### src/rtl/adder_pkg.sv
// Shared types and sizing helpers for the chunked adder family.
package adder_pkg;

  typedef enum logic [1:0] {
    ST_IDLE = 2'd0,
    ST_RUN  = 2'd1,
    ST_DONE = 2'd2
  } state_e;

  localparam int unsigned DEF_WIDTH = 16;
  localparam int unsigned DEF_CHUNK = 4;

  function automatic int unsigned calc_nchunk(input int unsigned width,
                                              input int unsigned chunk);
    return width / chunk;
  endfunction

  // A single-chunk configuration still needs a 1-bit index register.
  function automatic int unsigned calc_idx_w(input int unsigned nchunk);
    return (nchunk <= 1) ? 1 : $clog2(nchunk);
  endfunction

endpackage

### src/rtl/chunk_add_slice.sv
// Combinational CHUNK-bit adder slice; also exposes the carry into its MSB
// so the caller can derive signed overflow on the last chunk.
module chunk_add_slice #(
  parameter int unsigned CHUNK = 4
) (
  input  logic [CHUNK-1:0] a,
  input  logic [CHUNK-1:0] b,
  input  logic             ci,
  output logic [CHUNK-1:0] s,
  output logic             co,
  output logic             msb_ci
);

  logic [CHUNK:0] total;

  always_comb begin
    total  = {1'b0, a} + {1'b0, b} + {{CHUNK{1'b0}}, ci};
    s      = total[CHUNK-1:0];
    co     = total[CHUNK];
    // Sum bit = a ^ b ^ carry_in, so the carry into the MSB falls out directly.
    msb_ci = a[CHUNK-1] ^ b[CHUNK-1] ^ total[CHUNK-1];
  end

endmodule

### src/rtl/chunk_adder.sv
// Multi-cycle adder/subtractor: one CHUNK-bit slice reused each cycle with the
// carry held in a register between chunks; valid/ready on both sides.
module chunk_adder
  import adder_pkg::*;
#(
  parameter int unsigned WIDTH = DEF_WIDTH,
  parameter int unsigned CHUNK = DEF_CHUNK
) (
  input  logic             clk,
  input  logic             rst,
  input  logic             in_valid,
  output logic             in_ready,
  input  logic [WIDTH-1:0] a,
  input  logic [WIDTH-1:0] b,
  input  logic             cin,
  input  logic             sub,
  output logic             out_valid,
  input  logic             out_ready,
  output logic [WIDTH:0]   sum,
  output logic             ovf
);

  localparam int unsigned NCHUNK = calc_nchunk(WIDTH, CHUNK);
  localparam int unsigned IDX_W  = calc_idx_w(NCHUNK);
  localparam logic [IDX_W-1:0] LAST_IDX = IDX_W'(NCHUNK - 1);

  generate
    if ((WIDTH < 2) || (CHUNK == 0) || ((WIDTH % CHUNK) != 0)) begin : g_param_check
      $error("chunk_adder: WIDTH must be >= 2 and an exact multiple of CHUNK");
    end
  endgenerate

  state_e             state_q, state_d;
  logic [WIDTH-1:0]   a_q, a_d;
  logic [WIDTH-1:0]   b_q, b_d;
  logic               carry_q, carry_d;
  logic [IDX_W-1:0]   idx_q, idx_d;
  logic [WIDTH:0]     sum_q, sum_d;
  logic               ovf_q, ovf_d;

  logic [CHUNK-1:0]   a_chunk;
  logic [CHUNK-1:0]   b_chunk;
  logic [CHUNK-1:0]   s_chunk;
  logic               co_chunk;
  logic               msb_ci_chunk;

  always_comb begin
    a_chunk = '0;
    b_chunk = '0;
    for (int unsigned i = 0; i < NCHUNK; i++) begin
      if (idx_q == IDX_W'(i)) begin
        a_chunk = a_q[i*CHUNK +: CHUNK];
        b_chunk = b_q[i*CHUNK +: CHUNK];
      end
    end
  end

  chunk_add_slice #(
    .CHUNK(CHUNK)
  ) u_slice (
    .a      (a_chunk),
    .b      (b_chunk),
    .ci     (carry_q),
    .s      (s_chunk),
    .co     (co_chunk),
    .msb_ci (msb_ci_chunk)
  );

  always_comb begin
    state_d = state_q;
    a_d     = a_q;
    b_d     = b_q;
    carry_d = carry_q;
    idx_d   = idx_q;
    sum_d   = sum_q;
    ovf_d   = ovf_q;

    case (state_q)
      ST_IDLE: begin
        if (in_valid) begin
          // Subtract is folded into the operands: B is stored inverted and the
          // carry seeded with 1, so RUN never needs to know the mode.
          a_d     = a;
          b_d     = sub ? ~b : b;
          carry_d = sub ? 1'b1 : cin;
          idx_d   = '0;
          sum_d   = '0;
          ovf_d   = 1'b0;
          state_d = ST_RUN;
        end
      end

      ST_RUN: begin
        for (int unsigned i = 0; i < NCHUNK; i++) begin
          if (idx_q == IDX_W'(i)) begin
            sum_d[i*CHUNK +: CHUNK] = s_chunk;
          end
        end
        carry_d = co_chunk;
        idx_d   = idx_q + IDX_W'(1);
        if (idx_q == LAST_IDX) begin
          sum_d[WIDTH] = co_chunk;
          ovf_d        = msb_ci_chunk ^ co_chunk;
          idx_d        = '0;
          state_d      = ST_DONE;
        end
      end

      ST_DONE: begin
        if (out_ready) begin
          state_d = ST_IDLE;
        end
      end

      default: begin
        state_d = ST_IDLE;
      end
    endcase
  end

  always_ff @(posedge clk or posedge rst) begin
    if (rst) begin
      state_q <= ST_IDLE;
      a_q     <= '0;
      b_q     <= '0;
      carry_q <= 1'b0;
      idx_q   <= '0;
      sum_q   <= '0;
      ovf_q   <= 1'b0;
    end else begin
      state_q <= state_d;
      a_q     <= a_d;
      b_q     <= b_d;
      carry_q <= carry_d;
      idx_q   <= idx_d;
      sum_q   <= sum_d;
      ovf_q   <= ovf_d;
    end
  end

  always_comb begin
    in_ready  = (state_q == ST_IDLE);
    out_valid = (state_q == ST_DONE);
    sum       = sum_q;
    ovf       = ovf_q;
  end

endmodule

### config.mk
export PLATFORM = sky130hd
export DESIGN_NAME = chunk_adder
export DESIGN_NICKNAME = d
export VERILOG_FILES = /design/src/rtl/adder_pkg.sv /design/src/rtl/chunk_add_slice.sv /design/src/rtl/chunk_adder.sv
export SDC_FILE = /design/constraint.sdc
export NUM_CORES = 1
export LEC_CHECK = 0
export ABC_AREA = 1
export BUFFER_PORTS_ARGS = -buffer_cell sky130_fd_sc_hd__buf_2
export CAP_MARGIN = 20
export CORE_ASPECT_RATIO = 1.1
export CORE_UTILIZATION = 55
export DETAILED_ROUTE_END_ITERATION = 16
export PLACE_DENSITY = 0.84
export SLEW_MARGIN = 10
export SYNTH_ARGS = -nofsm -noshare
export SYNTH_HDL_FRONTEND = slang
export SYNTH_SLANG_ARGS = --single-unit
### constraint.sdc
create_clock -name clk -period 3.4 [get_ports clk]
set_clock_uncertainty 0.05 [all_clocks]
set_input_delay 0.34 -clock clk [delete_from_list [all_inputs] [get_ports clk]]
set_output_delay 0.34 -clock clk [all_outputs]
set_load 0.02 [all_outputs]
# Yosys cells after proc, flatten, opt, wreduce, memory -nomap -nowiden
# Index checks and enable logic that the tools add are counted.
# classes
n_bitwise	4
mux	29
add_sub_neg	3
reduce_logical	10
eq_ne	11
# op_table
op	n
$mux W4	12
$pmux W17 S2	1
$mux W17	1
$mux W16	1
$not A16 Y16	1
$reduce_and A3 Y1	5
$mux W2	5
$ne A2 B2 Y1 const B	5
$eq A2 B2 Y1 const B	3
$pmux W2 S3	1
$add A4 B4 Y5	1
$add A5 B1 Y5	1
$mux W1	5
$eq A2 B1 Y1 const B	2
$logic_not A2 Y1	2
$pmux W1 S2	2
$pmux W2 S2	1
$reduce_and A2 Y1	2
$xor A1 B1 Y1	3
$add A2 B1 Y2 const B	1
$ne A2 B1 Y1 const B	1
$reduce_bool A2 Y1	1
# totals
regBits	55
output_inout_bits	20
elab_cells	67
inputBits	38

# Logic depth before layout (Yosys ltp)
# depth
depth_word	11
depth_mapped	17
mapped_depth_nobuf	17

# Cells and area by module
# From an unflattened synthesis, not the netlist that was laid out.
# unflattened
hier_cells	370
hier_area_um2	2890.3
# by_module_without_submodules
mod	area_each_um2	n_inst	cells_per_inst	seq_area_each_um2
chunk_adder	2721.4	1	344	1376.3
chunk_add_slice	168.9	1	26	0.0

# Least setup slack after synthesis
# Ideal clock, no wire load.
# synth_timing
path_kind	register to register
startpoint	reg idx_q[0]
endpoint	reg ovf_q, in the netlist ovf
synth_period_minus_slack_ps	2592
path_buffers	0
path_slack_ps	808
setup_ps	118
t_arrival_ps	2425
required_time_ps	3232
path_stages_with_launch	18
path_cell_list	dfrtp_1 inv_1 ha_1 inv_1 nor2_2 nand2_1 nand2_1 o21ai_0 nand2_1 o21ai_0 fa_1 fa_1 inv_1 nand3_1 nand2_1 nand2_1 nand3b_1 nand2_1
# synth_between
elab_chain_len	11
word_cells_on_any_way	21
cone_classes	add/sub: 2; eq/ne: 4; mux: 10; bitwise: 3; reduce/logical: 2
# synth_lines
item	line	source
start: declaration	chunk_adder.sv:37	logic [IDX_W-1:0] idx_q, idx_d;
start signal: assignment	chunk_adder.sv:135	idx_q <= idx_d;
$logic_not A2 Y1	chunk_adder.sv:51	if (idx_q == IDX_W'(i)) begin
$mux W4 (4 in a row)	chunk_adder.sv:51	
$add A4 B4 Y5	chunk_add_slice.sv:17	total = {1'b0, a} + {1'b0, b} + {{CHUNK{1'b0}}, ci};
$add A5 B1 Y5	chunk_add_slice.sv:17	
$xor A1 B1 Y1	chunk_add_slice.sv:21	msb_ci = a[CHUNK-1] ^ b[CHUNK-1] ^ total[CHUNK-1];
$xor A1 B1 Y1	chunk_adder.sv:103	ovf_d = msb_ci_chunk ^ co_chunk;
$mux W1	chunk_adder.sv:101	if (idx_q == LAST_IDX) begin
$pmux W1 S2	chunk_adder.sv:78	case (state_q)
end signal: assignment	chunk_adder.sv:137	ovf_q <= ovf_d;
end: declaration	chunk_adder.sv:39	logic ovf_q, ovf_d;
# Several ways; a longest one is shown, not always the timed one. The select of a mux whose other input is x is not followed.
# A chain may end at the register's enable or synchronous reset.

# Final worst setup path
# layout_timing
startpoint	reg idx_q[1]
endpoint	reg ovf_q, in the netlist ovf
# The elaborated chain is that of the path after synthesis.

==> impl_metrics.tcl <==
set metrics [dict create \
    avgSynthCellArea_um2 8.42 \
    synth_cells 336 \
    slew_viol_final 0 \
    finalSetupViolCount 0 \
    wirelength_mm 5.49 \
    die_h_um 77.2 \
    powerDensity_nw_per_um2 1030 \
    fin_total_pwr_uw 3320 \
    hold_buffers 0 \
    post-route-drc-count 0 \
    crit_end "ovf$_DFFE_PP0P_" \
    grt_max_degree 56 \
    cts_sinks 55 \
    vias 2258 \
    start_kind "flip-flop" \
    io_pins 58 \
    synth-warning-count 0 \
    ys_ff_latch 55 \
    synth_area_um2 2830 \
    firstDrtPassIters 4 \
    hold_class "input port to asynchronous set/reset pin" \
    cp-end-kind "flip-flop" \
    drtAntennaViolNets 0 \
    slew_headroom_pct 39.1 \
    clock_path_buffers 2 \
    final_common_cell "nand2_1" \
    grt_use_total_pct 22.3 \
    fin_nets 436 \
    syn-num-nets 383 \
    fin_util_pct 64.7 \
    wire_per_inst_um 12.2 \
    setup_ws_ps 432 \
    grt_pass1_vias 2209 \
    synth_seq_area_share_pct 48.7 \
    n_fill_cell 434 \
    cts_tree "yes" \
    fin_crit_sh_pct 87.3 \
    r2r_slack_ps 430 \
    worstMarginPinSlew_ps 913 \
    die_x_um 70.4 \
    final_cell_mix "nand2_1, buf_2, dfrtp_1" \
    fmax_mhz 337 \
    antenna_found_initial 0 \
    worstSetupStartpoint "idx_q[1]$_DFFE_PP0P_" \
    worstPathArrival_ps 3120 \
    die-area_um2 5430 \
    cts_resized 0 \
    drv_cap 0 \
    pre_cts_slack_ps 474 \
    drtIter0Drc 150 \
    h-tree-depth 2 \
    initial_core_util_pct 56.9 \
    r2r-end "ovf$_DFFE_PP0P_" \
    path_class "flip-flop to flip-flop" \
    grt-ovfl-total 0 \
    vias_per_cell 5.04 \
    status "finished clean" \
    cts_buffers 5 \
    clk_pin_slew_worst_paths_ps 90 \
    clockRootBuffer "clkbuf_8" \
    place.gp.congestion 0.864 \
    p_leak_uw 0.00172 \
    hold_viol 0 \
    cp.required_ps 3560 \
    r2r.worst_path.cells 16 \
    portBuffers 57 \
    cp_max_fo 12 \
    period_needed_ps 2970 \
    area_delta_synth_final_pct 13.5 \
    postCtsSetupBuffers 0 \
    ys_types 32 \
    reg2reg_from "idx_q[1]$_DFFE_PP0P_" \
    yosysTopAreaCellShare_pct 48.7 \
    fin_setup_tns_ps 0 \
    synth_top_area_cell "dfrtp_1" \
    synth_area_leaders "dfrtp_1, nand2_1, xnor2_1" \
    layout-drive-gt1-share_pct 22.3 \
    diodes 0 \
    insertion_delay_ps 310 \
    grt_pass1_wl_mm 9.65 \
    placementRows 27 \
    post-dp-hpwl_mm 4.02 \
    rsz0062_at_grt "no" \
    coreArea_um2 4970 \
    ir_drop_mv 0.396 \
]
-- worst min path at each step --
| stage | end | slack [ps] | depth (start not counted) |
|---|---|---|---|
| 2_1_floorplan | state_q[1]$_DFFE_PP0P_ | 390 | 1 |
| 3_3_place_gp | sum[3]$_DFFE_PP0P_ | 410 | 2 |
| 3_5_place_dp | sum[15]$_DFFE_PP0P_ | 410 | 2 |
| 4_1_cts | state_q[1]$_DFFE_PP0P_ | 160 | 2 |
| 5_1_grt | state_q[1]$_DFFE_PP0P_ | 160 | 2 |
| 6_report | sum[6]$_DFFE_PP0P_ | 140 | 2 |
-- registers in the layout, summed over array words and instances (netlist names) --
register,count
a_q,16
b_q,16
carry_q,1
idx_q,2
ovf,1
state_q,2
sum,17
-- stage by stage --
stage,area (um2),instances,hold slack [ps]
3_3_place_gp,3110,440,408
4_1_cts,3210,448,163
2_1_floorplan,2830,336,387
3_5_place_dp,3110,440,411
6_report,3210,448,140
5_1_grt,3210,448,164
-- power breakdown --
group          switching (uW)  internal [uW]
Clock                     198            186
Sequential                188            948
Combinational            1190            613
-- routing by layer --
metal / wire length, um / vias up / global-route usage (%)
li1: - / 1164 / -
met2: 2610 / 56 / 36.1
met3: 206 / 11 / 4.20
met5: 0 / - / 0
met4: 132 / 0 / 9.60
met1: 2540 / 1027 / 29.1
-- synthesized netlist by cell type --
master    count
nand2_1     139
dfrtp_1      55
o21ai_0      24
inv_1        18
xnor2_1      16
a21oi_1      11
nor2_1       11
ha_1          7
o21ai_1       7
o21ai_2       7
nand3_1       5
buf_2         4
inv_2         4
nand4_1       4
buf_4         3
buf_6         2
fa_1          2
inv_4         2
nand2_2       2
a21boi_0      1
a21oi_2       1
a31o_2        1
clkbuf_1      1
clkbuf_4      1
nand2_4       1
nand2_8       1
nand3b_1      1
nor2_2        1
nor2_4        1
nor2_8        1
o22ai_1       1
o31ai_1       1
-- final cells by class --
class | count | area (um2) | share of cell area, %
Sequential cell | 55 | 1380 | 42.9
Multi-Input combinational cell | 246 | 1280 | 39.9
Clock buffer | 8 | 100 | 3.12
Tap cell | 58 | 72.6 | 2.26
Inverter | 24 | 96.3 | 3.00
Timing Repair Buffer | 57 | 285 | 8.89
-- kinds of logic (layout without fill, tap and decap cells) --
| logic type | Yosys count | in the layout | synth area share [%] |
|---|---|---|---|
| buffers and inverters | 35 | 89 | 6.06 |
| adders and majority gates | 9 | 9 | 4.51 |
| xor gates and xnor gates | 16 | 16 | 4.96 |
| and+or+nand+nor | 167 | 167 | 24.8 |
| AOI/OAI and AO/OA | 54 | 54 | 11.0 |
| DFF | 55 | 55 | 48.7 |
-- critical path: stages (launching register included) --
cell      delay [ps]
dfrtp_1          410
inv_1             80
ha_1             340
nor2_2           290
nand2_1           90
nand2_1           60
o21ai_0           70
nand2_1           60
o21ai_0          100
fa_1             440
fa_1             380
inv_1            120
nand3_1          100
nand2_1          100
nand2_1           50
nand3b_1          70
nand2_1           50
(Power assumes the default switching activity.)
